[src/rtl/axi_lite_pkg.sv]
// AXI4-Lite response codes and poller FSM encodings.
// Shared by the status poller and its timer.
package axi_lite_pkg;

  localparam logic [1:0] RESP_OKAY   = 2'b00;
  localparam logic [1:0] RESP_EXOKAY = 2'b01;
  localparam logic [1:0] RESP_SLVERR = 2'b10;
  localparam logic [1:0] RESP_DECERR = 2'b11;

  localparam logic [1:0] ST_IDLE = 2'd0;
  localparam logic [1:0] ST_ADDR = 2'd1;
  localparam logic [1:0] ST_DATA = 2'd2;

endpackage

[src/rtl/poll_timer.sv]
// Reloadable down-counter that parks at zero.
// Load has priority over the decrement.
module poll_timer #(
  parameter int W = 24
) (
  input  logic         clk,
  input  logic         resetn,
  input  logic         load,
  input  logic [W-1:0] load_val,
  output logic         zero
);

  logic [W-1:0] cnt;

  always_ff @(posedge clk or negedge resetn) begin
    if (!resetn) begin
      cnt <= '0;
    end else if (load) begin
      cnt <= load_val;
    end else if (cnt != '0) begin
      cnt <= cnt - 1'b1;
    end
  end

  assign zero = (cnt == '0);

endmodule

[src/rtl/axi_status_poller.sv]
// AXI4-Lite read-only master polling one status register.
// Publishes the last good word, change pulses and an error count.
module axi_status_poller
  import axi_lite_pkg::*;
#(
  parameter logic [31:0] POLL_ADDR   = 32'h0000_0000,
  parameter int unsigned POLL_CYCLES = 1000,
  parameter int          ERR_W       = 16
) (
  input  logic             clk,
  input  logic             resetn,
  input  logic             enable,
  input  logic             poll_now,
  output logic [31:0]      status_word,
  output logic             status_valid,
  output logic             status_changed,
  output logic             rd_error,
  output logic [ERR_W-1:0] err_count,
  output logic             busy,
  output logic [31:0]      M_AXI_ARADDR,
  output logic             M_AXI_ARVALID,
  output logic [2:0]       M_AXI_ARPROT,
  input  logic             M_AXI_ARREADY,
  input  logic [31:0]      M_AXI_RDATA,
  input  logic [1:0]       M_AXI_RRESP,
  input  logic             M_AXI_RVALID,
  output logic             M_AXI_RREADY,
  output logic [31:0]      M_AXI_AWADDR,
  output logic             M_AXI_AWVALID,
  output logic [2:0]       M_AXI_AWPROT,
  output logic [31:0]      M_AXI_WDATA,
  output logic [3:0]       M_AXI_WSTRB,
  output logic             M_AXI_WVALID,
  input  logic             M_AXI_AWREADY,
  input  logic             M_AXI_WREADY,
  input  logic [1:0]       M_AXI_BRESP,
  input  logic             M_AXI_BVALID,
  output logic             M_AXI_BREADY
);

  localparam logic [23:0] RELOAD = 24'(POLL_CYCLES - 1);

  logic [1:0] state;
  logic       pending;
  logic       tmr_zero;
  logic       trigger;
  logic       ar_hs;
  logic       r_hs;

  assign M_AXI_ARADDR  = POLL_ADDR;
  assign M_AXI_ARPROT  = 3'b000;
  assign M_AXI_ARVALID = (state == ST_ADDR);
  assign M_AXI_RREADY  = (state == ST_DATA);
  assign busy          = (state != ST_IDLE);

  assign M_AXI_AWADDR  = '0;
  assign M_AXI_AWVALID = 1'b0;
  assign M_AXI_AWPROT  = '0;
  assign M_AXI_WDATA   = '0;
  assign M_AXI_WSTRB   = '0;
  assign M_AXI_WVALID  = 1'b0;
  assign M_AXI_BREADY  = 1'b1;

  logic unused_inputs;
  assign unused_inputs = ^{M_AXI_AWREADY, M_AXI_WREADY,
                           M_AXI_BRESP, M_AXI_BVALID};

  assign ar_hs = M_AXI_ARVALID && M_AXI_ARREADY;
  assign r_hs  = M_AXI_RVALID && M_AXI_RREADY;

  assign trigger = (state == ST_IDLE) &&
                   ((enable && tmr_zero) || poll_now || pending);

  poll_timer #(
    .W(24)
  ) u_timer (
    .clk     (clk),
    .resetn  (resetn),
    .load    (r_hs),
    .load_val(RELOAD),
    .zero    (tmr_zero)
  );

  always_ff @(posedge clk or negedge resetn) begin
    if (!resetn) begin
      state <= ST_IDLE;
    end else begin
      unique case (state)
        ST_IDLE: if (trigger) state <= ST_ADDR;
        ST_ADDR: if (ar_hs) state <= ST_DATA;
        ST_DATA: if (r_hs) state <= ST_IDLE;
        default: state <= ST_IDLE;
      endcase
    end
  end

  // one queued request at most; extra pulses while busy merge
  always_ff @(posedge clk or negedge resetn) begin
    if (!resetn) begin
      pending <= 1'b0;
    end else if (trigger) begin
      pending <= 1'b0;
    end else if (poll_now && state != ST_IDLE) begin
      pending <= 1'b1;
    end
  end

  always_ff @(posedge clk or negedge resetn) begin
    if (!resetn) begin
      status_word    <= '0;
      status_valid   <= 1'b0;
      status_changed <= 1'b0;
      rd_error       <= 1'b0;
      err_count      <= '0;
    end else begin
      status_changed <= 1'b0;
      rd_error       <= 1'b0;
      if (r_hs) begin
        if (M_AXI_RRESP == RESP_OKAY) begin
          status_word    <= M_AXI_RDATA;
          status_valid   <= 1'b1;
          status_changed <= !status_valid ||
                            (M_AXI_RDATA != status_word);
        end else begin
          rd_error <= 1'b1;
          if (err_count != '1) err_count <= err_count + 1'b1;
        end
      end
    end
  end

endmodule

[config.mk]
export PLATFORM = sky130hd
export DESIGN_NAME = axi_status_poller
export DESIGN_NICKNAME = d
export VERILOG_FILES = /design/src/rtl/axi_lite_pkg.sv /design/src/rtl/poll_timer.sv /design/src/rtl/axi_status_poller.sv
export SDC_FILE = /design/constraint.sdc
export NUM_CORES = 1
export LEC_CHECK = 0
export CORE_MARGIN = 3
export CORE_UTILIZATION = 40
export CTS_CLUSTER_DIAMETER = 30
export DETAILED_ROUTE_END_ITERATION = 8
export PLACE_DENSITY = 0.82
export SKIP_LAST_GASP = 1
export SYNTH_ARGS = -nofsm -noshare
export SYNTH_HDL_FRONTEND = slang
export SYNTH_SLANG_ARGS = --single-unit
[constraint.sdc]
create_clock -name clk -period 3.1 [get_ports clk]
set_input_delay 0.465 -clock clk [delete_from_list [all_inputs] [get_ports clk]]
set_output_delay 0.465 -clock clk [all_outputs]
set_load 0.02 [all_outputs]
After elaboration in Yosys (flattened, before gate mapping) --
Cells that the tools add are included.
Operators by class: reductions and logical operators 19, equal/unequal tests 7, $add $sub $neg 2, mux-type cells 12, bitwise operators 1
Operator list (count):
- $mux W24 | 2
- $ne A32 B32 Y1 | 1
- $logic_not A24 Y1 | 1
- $reduce_bool A24 Y1 | 1
- $sub A24 B1 Y24 const B | 1
- $add A16 B1 Y16 const B | 1
- $ne A16 B16 Y1 const B | 1
- $mux W1 | 6
- $mux W2 | 3
- $pmux W2 S3 | 1
- $reduce_and A3 Y1 | 2
- $reduce_bool A2 Y1 | 3
- $logic_and A1 B1 Y1 | 5
- $logic_not A2 Y1 | 2
- $ne A2 B1 Y1 const B | 2
- $logic_or A1 B1 Y1 | 3
- $eq A2 B1 Y1 const B | 1
- $eq A2 B2 Y1 const B | 1
- $ne A2 B2 Y1 const B | 1
- $reduce_and A2 Y1 | 1
- $logic_not A1 Y1 | 1
- $not A1 Y1 | 1
Word-level totals: output and inout port bits 163, register bits 78, word-level logic and storage cells 49

Depth between registers and ports, before layout --
Gate-level depths: netlist (run 1).
depth in word-level cells 7, depth in mapped cells 8, mapped depth without buffers 7

Modules after synthesis --
From an unflattened synthesis (run 1), not the netlist that was laid out.
Unflattened totals: cells, all modules 480, area total of the unflattened synthesis 4977.3 µm²
Modules (own cells, without submodules):
- axi_status_poller | cells each 316, times used 1, sequential area each 1351.3 µm², area an instance 3470.8 µm²
- poll_timer | cells each 164, times used 1, sequential area each 600.6 µm², area an instance 1506.4 µm²

Worst setup path after synthesis (run 1) --
Ideal clock, no wire load.
kind flip-flop to flip-flop, from reg u_timer.cnt[0], to reg u_timer.cnt[5], slack 0.945 ns, arrival 2.024 ns, path buffers 1, cell stages (with the launch flop) 9, clock period less this slack 2.155 ns, cells stage by stage dfrtp_1 inv_1 ha_1 or4b_1 nor3_4 and3_1 buf_4 nor4_1 or3_1
Between the ends: word-level cells in the longest chain between the ends 3
RTL lines:
- start, declared | line poll_timer.sv:13 | logic [W-1:0] cnt;
- start signal, assigned | line poll_timer.sv:19 | cnt <= load_val;
- start signal, assigned | line poll_timer.sv:21 | cnt <= cnt - 1'b1;
- $sub A24 B1 Y24 | line poll_timer.sv:21
- $mux W24 | line poll_timer.sv:20 | end else if (cnt != '0) begin
- $mux W24 | line poll_timer.sv:18 | end else if (load) begin
Parallel ways exist; a longest one is shown, timed or not. The select of a mux whose other input is x is not followed. A chain may end at the register's enable or synchronous reset.

Final worst setup path (run 1) --
Same ends and word-level chain as after synthesis.

==> out/qor.txt, run 1 <==
Post-DP HPWL - 7030 um
Height of the die - 113 um
Slew at the pin closest to its max-slew limit - 0.991 ns
Relative slew slack - 33.9%
Highest Clock Rate - 438 MHz
Wire length of the first global-routing pass - 15100 um
GR Layer Usage met3 - 3.69%
Routability congestion estimate - 0.750
Routing usage on met1 - 17.6%
Sinks on Clock Net - 78
Clock Root Buffer - clkbuf_16
Number of nets with antenna violations after routing - 0
Register area share after synthesis - 42.6%
Clock edge transition at the registers on the reported setup and hold paths - 0.06 ns
Kind of end point of the critical path - flop
Maximum clock path buffer count - 2
Clock latency at the later pin of the worst-skew pair - 0.33 ns
Diode insertion count for antenna repair - 0
Total leakage power - 0.00255 uW
Unrepaired setup endpoints after global routing - false
Asr flop ratio synth - 100%
Pin count of the biggest net entering global routing - 79
CTS tree - built
Post-synthesis cell type with the largest combined area - dfrtp_1
Top-area cell type share of the netlist area - 42.6%
Share of synthesized cell area in full adder, half adder and majority cells - 0.818%
Area Growth Syn to Fin - 22.0%
Final hold violation count - 0
Worst clock skew - 0.00804 ns
Cts bufs inserted - 9
Total of warnings raised by yosys - 0
Number of global-route vias before repair - 3089
XOR/XNOR share of the synthesized area - 12.0%
Remaining Overflow, GRT - 0
Biggest area contributors in the synthesized netlist - dfrtp_1 (43%), buf_4 (18%), mux2_2 (8.1%)
CTS HTree Levels - 3
Drc violations - 0
Yosys cell types - 46
Met2 GRT Util - 25.9%
Core Box Area - 11000 um2
Post-cts gate resize count - 0
Dominant combinational cell family by area after synthesis - buffers and inverters
CP required - 3.31 ns
FF+latch count, synth - 78
Total routing usage reported by global routing - 14.5%
Count of nets after finishing - 583
Core Rows - 38
Final worst hold slack - 0.258 ns
Power density relative to cell area - 888 nW/um2
Final min period - 2.28 ns
Core utilization of the finished layout - 50.7%
Die span in x - 113 um
Routed Wire Length - 9400 um
CP max FO - 8
Min-Delay Path Class - input port to async pin
Routed vias - 3116
Count of boundary I/O pins - 208
Max rail drop VDD - 0.423 mV
Setup-violating endpoint count in the final report - 0
Post-place setup slack - 0.676 ns
Initial antenna violation count - 0
Type of the worst setup path - flop to flop
Setup slack on the worst flop-to-flop path - 0.82 ns
Routed wire length per instance - 13.8 um
Post-Syn Area - 4590 um2
Complex-gate fraction of the synthesized area - 4.45%
Starting Density - 41.6%
Synth Flop Type - dfrtp_1
Max Cap Viol - 0
Post-CTS setup repair buffer count - 0
Total design power - 4970 uW
Fillcell total - 989
Total of hold buffers inserted after clock tree synthesis - 0
Routed vias/inst - 4.58
Share of the clock period used by the worst path - 73.6%
Number of iterations in the first detailed-routing pass - 5
Die footprint - 12800 um2
Arrival time reported for the critical path endpoint - 2.49 ns
Pins over their slew limit - 0
Least setup slack across all paths after layout - 0.818 ns
Worst Setup Start Kind - flop
Share of layout cells above drive strength 1 - 10.9%
Mux share of post-synthesis cell area - 8.32%
Mean cell area of the mapped netlist - 10.5 um2
Most used routing layer - met2
DR iter-0 viols - 80
Simple-gate share of the synthesized area - 12.5%
Quantity of I/O buffers inserted on ports - 93
Number of standard cells after synthesis - 436
Final total negative setup slack - 0 ns
Count of flip-flops with a built-in enable after synthesis - 0
Status - complete, no violations
==> cells in the mapped netlist, types with 2 or more instances <==
master	instances
nand4_1	9
xnor2_1	29
o31ai_1	2
and3_1	3
a21oi_1	5
nand2b_1	2
inv_1	7
and2_1	4
ha_1	3
o41ai_1	3
nor4_1	14
dfrtp_1	78
or3_1	10
a2111oi_0	3
nand2_1	13
buf_4	110
a211oi_1	3
nor3_1	6
nor2_1	24
mux2_2	33
nand3_1	8
conb_1	2
nor4b_1	2
or2_2	2
nor2b_1	2
clkbuf_1	6
xor2_1	34
==> flip-flops by register name, summed over array words and instances, names as in the netlist <==
name	count
status_changed	1
rd_error	1
state	2
status_valid	1
status_word	32
err_count	16
pending	1
u_timer.cnt	24
==> cells by family (layout without fill, tap and decap cells) <==
kind of cell,Yosys count,after routing
simple gates,105,105
mux,34,34
other cells,2,109
buf+inv,124,121
flops,78,78
compound gates,27,27
fa+ha+maj,3,3
xor+xnor,63,63
==> area by class of cell <==
cell class	count	area [um2]	area share (%)
tap	140	175	3.13
multi-input combinational	341	2160	38.5
clock buffer	9	225	4.02
inverter	7	26.3	0.469
timing repair buffer	98	966	17.3
clock inverter	7	96.3	1.72
sequential	78	1950	34.9
==> through the flow <==
| stage | instances | instance area, um2 |
|---|---|---|
| global route | 680 | 5600 |
| floorplan | 543 | 4990 |
| finish | 680 | 5600 |
| detailed placement | 664 | 5280 |
| global placement | 664 | 5280 |
| CTS | 680 | 5600 |
==> path summary, 6_finish.rpt <==
path                                 from         endpoint  cells past startpoint
min in group clk                  pending          pending                      1
setup / recovery           u_timer.cnt[0]   u_timer.cnt[5]                      7
hold reg to reg                   pending          pending                      1
hold / removal                     resetn   u_timer.cnt[7]                      1
setup reg to reg           u_timer.cnt[0]   u_timer.cnt[5]                      7
max in group asynchronous          resetn  u_timer.cnt[13]                      1
==> where the power goes <==
| group | leakage [uW] | switching, uW | internal, uW |
|---|---|---|---|
| Sequential | 0.000996 | 375 | 1410 |
| Clock | 0.000160 | 407 | 707 |
| Combinational | 0.00140 | 1060 | 1010 |
| Total | 0.00255 | 1840 | 3120 |
==> layer usage <==
layer | up-vias | share of wire (%)
met5 | - | 0
met4 | 0 | 0.90
met3 | 9 | 6.9
met2 | 136 | 54
met1 | 1508 | 39
li1 | 1463 | -
==> worst max-delay path, cell delays in order, from the launching register on <==
cell and delay, ns:
dfrtp_1 0.36, inv_1 0.15, ha_1 0.18, or4b_1 0.49, nor3_4 0.16, and3_1 0.40
nor4_1 0.08, or3_1 0.35
==> placed cells by master (no fill, tap or decap), types with 3 or more instances in the layout <==
cell / count
mux2_2: 33
o41ai_1: 3
nor3_1: 6
a2111oi_0: 3
buf_4: 6
dfrtp_1: 78
nand3_1: 8
xor2_1: 34
clkbuf_16: 9
nand4_1: 9
and2_1: 4
nand2_1: 13
nor4_1: 14
conb_1: 109
or3_1: 10
ha_1: 3
nor2_1: 24
and3_1: 3
clkdlybuf4s50_1: 92
a211oi_1: 3
xnor2_1: 29
a21oi_1: 5
inv_1: 7
Power figures use the tool's default switching activity.
==> run 2, diff against run 1 <==
--- a/config.mk
+++ b/config.mk
@@ -6,10 +6,10 @@
 export NUM_CORES = 1
 export LEC_CHECK = 0
 export CORE_MARGIN = 3
-export CORE_UTILIZATION = 40
+export CORE_UTILIZATION = 38
 export CTS_CLUSTER_DIAMETER = 30
 export DETAILED_ROUTE_END_ITERATION = 8
-export PLACE_DENSITY = 0.82
+export PLACE_DENSITY = 0.81
 export SKIP_LAST_GASP = 1
 export SYNTH_ARGS = -nofsm -noshare
 export SYNTH_HDL_FRONTEND = slang
==> constraint.sdc (replaced) <==
create_clock -name clk -period 1.95 [get_ports clk]
set_input_delay 0.2925 -clock clk [delete_from_list [all_inputs] [get_ports clk]]
set_output_delay 0.2925 -clock clk [all_outputs]
set_load 0.02 [all_outputs]
==> run 2 against run 1 <==
Against the previous run:
- maximum frequency increased by 15%
- the run now ends with negative setup slack left
- die area up 5.0%
- final cell count is 5.0% higher
- sequential share of layout area down 2.3 points
==> out/qor.txt, run 2 (same netlist as run 1, synthesis figures left out) <==
Routability congestion estimate - 0.828 (was 0.750)
CP max FO - 4 (was 8)
Initial antenna violation count - 0 (unchanged)
Wire length of the first global-routing pass - 15400 um (was 15100 um)
Routed vias/inst - 4.54 (was 4.58)
DR iter-0 viols - 111 (was 80)
Starting Density - 39.5% (was 41.6%)
Total routing usage reported by global routing - 14.1% (was 14.5%)
Remaining Overflow, GRT - 0 (unchanged)
Routed wire length per instance - 14.1 um (was 13.8 um)
Number of global-route vias before repair - 3208 (was 3089)
Worst Setup Start Kind - flop (unchanged)
Least setup slack across all paths after layout - -0.0341 ns (was 0.818 ns)
Drc violations - 0 (unchanged)
Final hold violation count - 0 (unchanged)
Number of iterations in the first detailed-routing pass - 4 (was 5)
Routed Wire Length - 10100 um (was 9400 um)
Buffers & Inverters on Critical Path - 1 (unchanged)
Kind of end point of the critical path - flop (unchanged)
Height of the die - 116 um (was 113 um)
Max rail drop VDD - 0.665 mV (was 0.423 mV)
Worst clock skew - 0.00784 ns (was 0.00804 ns)
Share of the clock period used by the worst path - 102% (was 73.6%)
Core utilization of the finished layout - 51.6% (was 50.7%)
CTS HTree Levels - 3 (unchanged)
Unrepaired setup endpoints after global routing - true (was false)
Register with the most flip-flops - status_word (unchanged)
Family with the most delay on the worst path - simple AND/OR/NAND/NOR gates (unchanged)
Area Growth Syn to Fin - 30.7% (was 22.0%)
Maximum clock path buffer count - 2 (unchanged)
Setup-violating endpoint count in the final report - 2 (was 0)
Min-Delay Path Class - input port to async pin (unchanged)
Setup slack on the worst flop-to-flop path - -0.03 ns (was 0.82 ns)
Number of nets with antenna violations after routing - 0 (unchanged)
Clock latency at the later pin of the worst-skew pair - 0.32 ns (was 0.33 ns)
Quantity of I/O buffers inserted on ports - 93 (unchanged)
Clock edge transition at the registers on the reported setup and hold paths - 0.06 ns (about the same)
Delay of the slowest cell on the worst path - 0.47 ns (was 0.49 ns)
Core Box Area - 11600 um2 (was 11000 um2)
Max Cap Viol - 0 (unchanged)
Die span in x - 116 um (was 113 um)
Type of the worst setup path - flop to flop (unchanged)
CP required - 2.14 ns (was 3.31 ns)
Most common cell after layout, fill and taps aside - conb_1 (unchanged)
Max FFs per register - 32 (unchanged)
Core Rows - 39 (was 38)
Endpoint of the most critical register-to-register path - u_timer.cnt[5] (unchanged)
Top library cells by usage in the layout, fill and taps aside - conb_1 (109), clkdlybuf4s50_1 (90), dfrtp_1 (78) (was conb_1 (109), clkdlybuf4s50_1 (92), dfrtp_1 (78))
Relative slew slack - 66.8% (was 33.9%)
Worst reg2reg path startpoint - u_timer.cnt[1] (was u_timer.cnt[0])
Total cell area at the placement stage - 5500 um2 (was 5280 um2)
Count of boundary I/O pins - 208 (unchanged)
Diode insertion count for antenna repair - 0 (unchanged)
Pin count of the biggest net entering global routing - 41 (was 79)
Arrival time reported for the critical path endpoint - 2.18 ns (was 2.49 ns)
Die footprint - 13400 um2 (was 12800 um2)
Clock Root Buffer - clkbuf_16 (unchanged)
Library cell contributing the largest single delay on the critical path - or4b_4 (was or4b_1)
Routed vias - 3243 (was 3116)
Highest Clock Rate - 504 MHz (was 438 MHz)
Post-DP HPWL - 7380 um (was 7030 um)
Number of cell instances on the worst register-to-register path - 7 (unchanged)
Post-route cell area - 5990 um2 (was 5600 um2)
Pins over their slew limit - 0 (unchanged)
Power density relative to cell area - 1390 nW/um2 (was 888 nW/um2)
Critical path launch point - u_timer.cnt[1] (was u_timer.cnt[0])
Cts bufs inserted - 9 (unchanged)
Share of layout cells above drive strength 1 - 18.7% (was 10.9%)
Largest registers - status_word: 32 flops, u_timer.cnt: 24 flops, err_count: 16 flops (unchanged)
Cells traversed along the worst timing path - inv_2 -> ha_2 -> or4b_4 -> nor3_4 -> and3_4 -> nor4_1 -> or3_1 (was inv_1 -> ha_1 -> or4b_1 -> nor3_4 -> and3_1 -> nor4_1 -> or3_1)
Total leakage power - 0.00275 uW (was 0.00255 uW)
Final min period - 1.98 ns (was 2.28 ns)
Slew at the pin closest to its max-slew limit - 0.486 ns (was 0.991 ns)
Failing checks - negative setup slack
Count of nets after finishing - 615 (was 583)
Status - complete, but fails checks (was complete, no violations)
CTS tree - built (unchanged)
Sinks on Clock Net - 78 (unchanged)
==> run 2: report_power, final <==
part / leakage [uW] / internal [uW] / switching (uW)
Sequential: 0.000996 / 2240 / 613
Combinational: 0.00159 / 1860 / 1810
Clock: 0.000161 / 1180 / 630
Total: 0.00275 / 5280 / 3050
==> run 2: routing by layer <==
layer / track usage [%] / vias to the layer above / share of wire [%]
met5: 0 / - / 0
li1: - / 1529 / -
met1: 17.8 / 1577 / 40
met4: 2.55 / 0 / 0.61
met3: 3.19 / 6 / 5.9
met2: 25.1 / 131 / 53
==> run 2: worst max path at each step <==
| stage | to | depth (start not counted) |
|---|---|---|
| finish | u_timer.cnt[5] | 7 |
| floorplan | u_timer.cnt[5] | 8 |
| global placement | err_count[15] | 6 |
| global route | u_timer.cnt[3] | 8 |
| CTS | u_timer.cnt[5] | 7 |
| detailed placement | err_count[15] | 6 |
==> run 2: timing repair <==
action / CTS / global route
setup buffers: 4 / 1
pin swaps: 3 / 8
gates resized for setup: 8 / 18
setup endpoints to repair: 11 / 20
hold buffers: 1 / 0
endpoints found under the hold margin: 21 / 0
cloned: 0 / 1
==> run 2: per-stage QoR <==
stage / total power, uW / TNS (ns) / instances / hold WS (ns) / worst slack (ns)
2_1_floorplan: 4940 / -0.455 / 543 / -0.00309 / -0.172
3_3_place_gp: 6200 / -0.292 / 692 / 0.201 / -0.0885
3_5_place_dp: 6340 / -0.707 / 692 / 0.209 / -0.141
4_1_cts: 8270 / -0.0242 / 712 / 0.400 / -0.0123
5_1_grt: 8860 / -1.06 / 714 / 0.424 / -0.128
6_report: 8340 / -0.0650 / 714 / 0.401 / -0.0341
==> run 2: layout make-up <==
| type | instances | area [um2] |
|---|---|---|
| Fill cell | 1042 | 5620 |
| Multi-Input combinational cell | 341 | 2260 |
| Sequential cell | 78 | 1950 |
| Timing Repair Buffer | 130 | 1250 |
| Clock buffer | 11 | 253 |
| Tap cell | 143 | 179 |
| Clock inverter | 4 | 70.1 |
| Inverter | 7 | 26.3 |
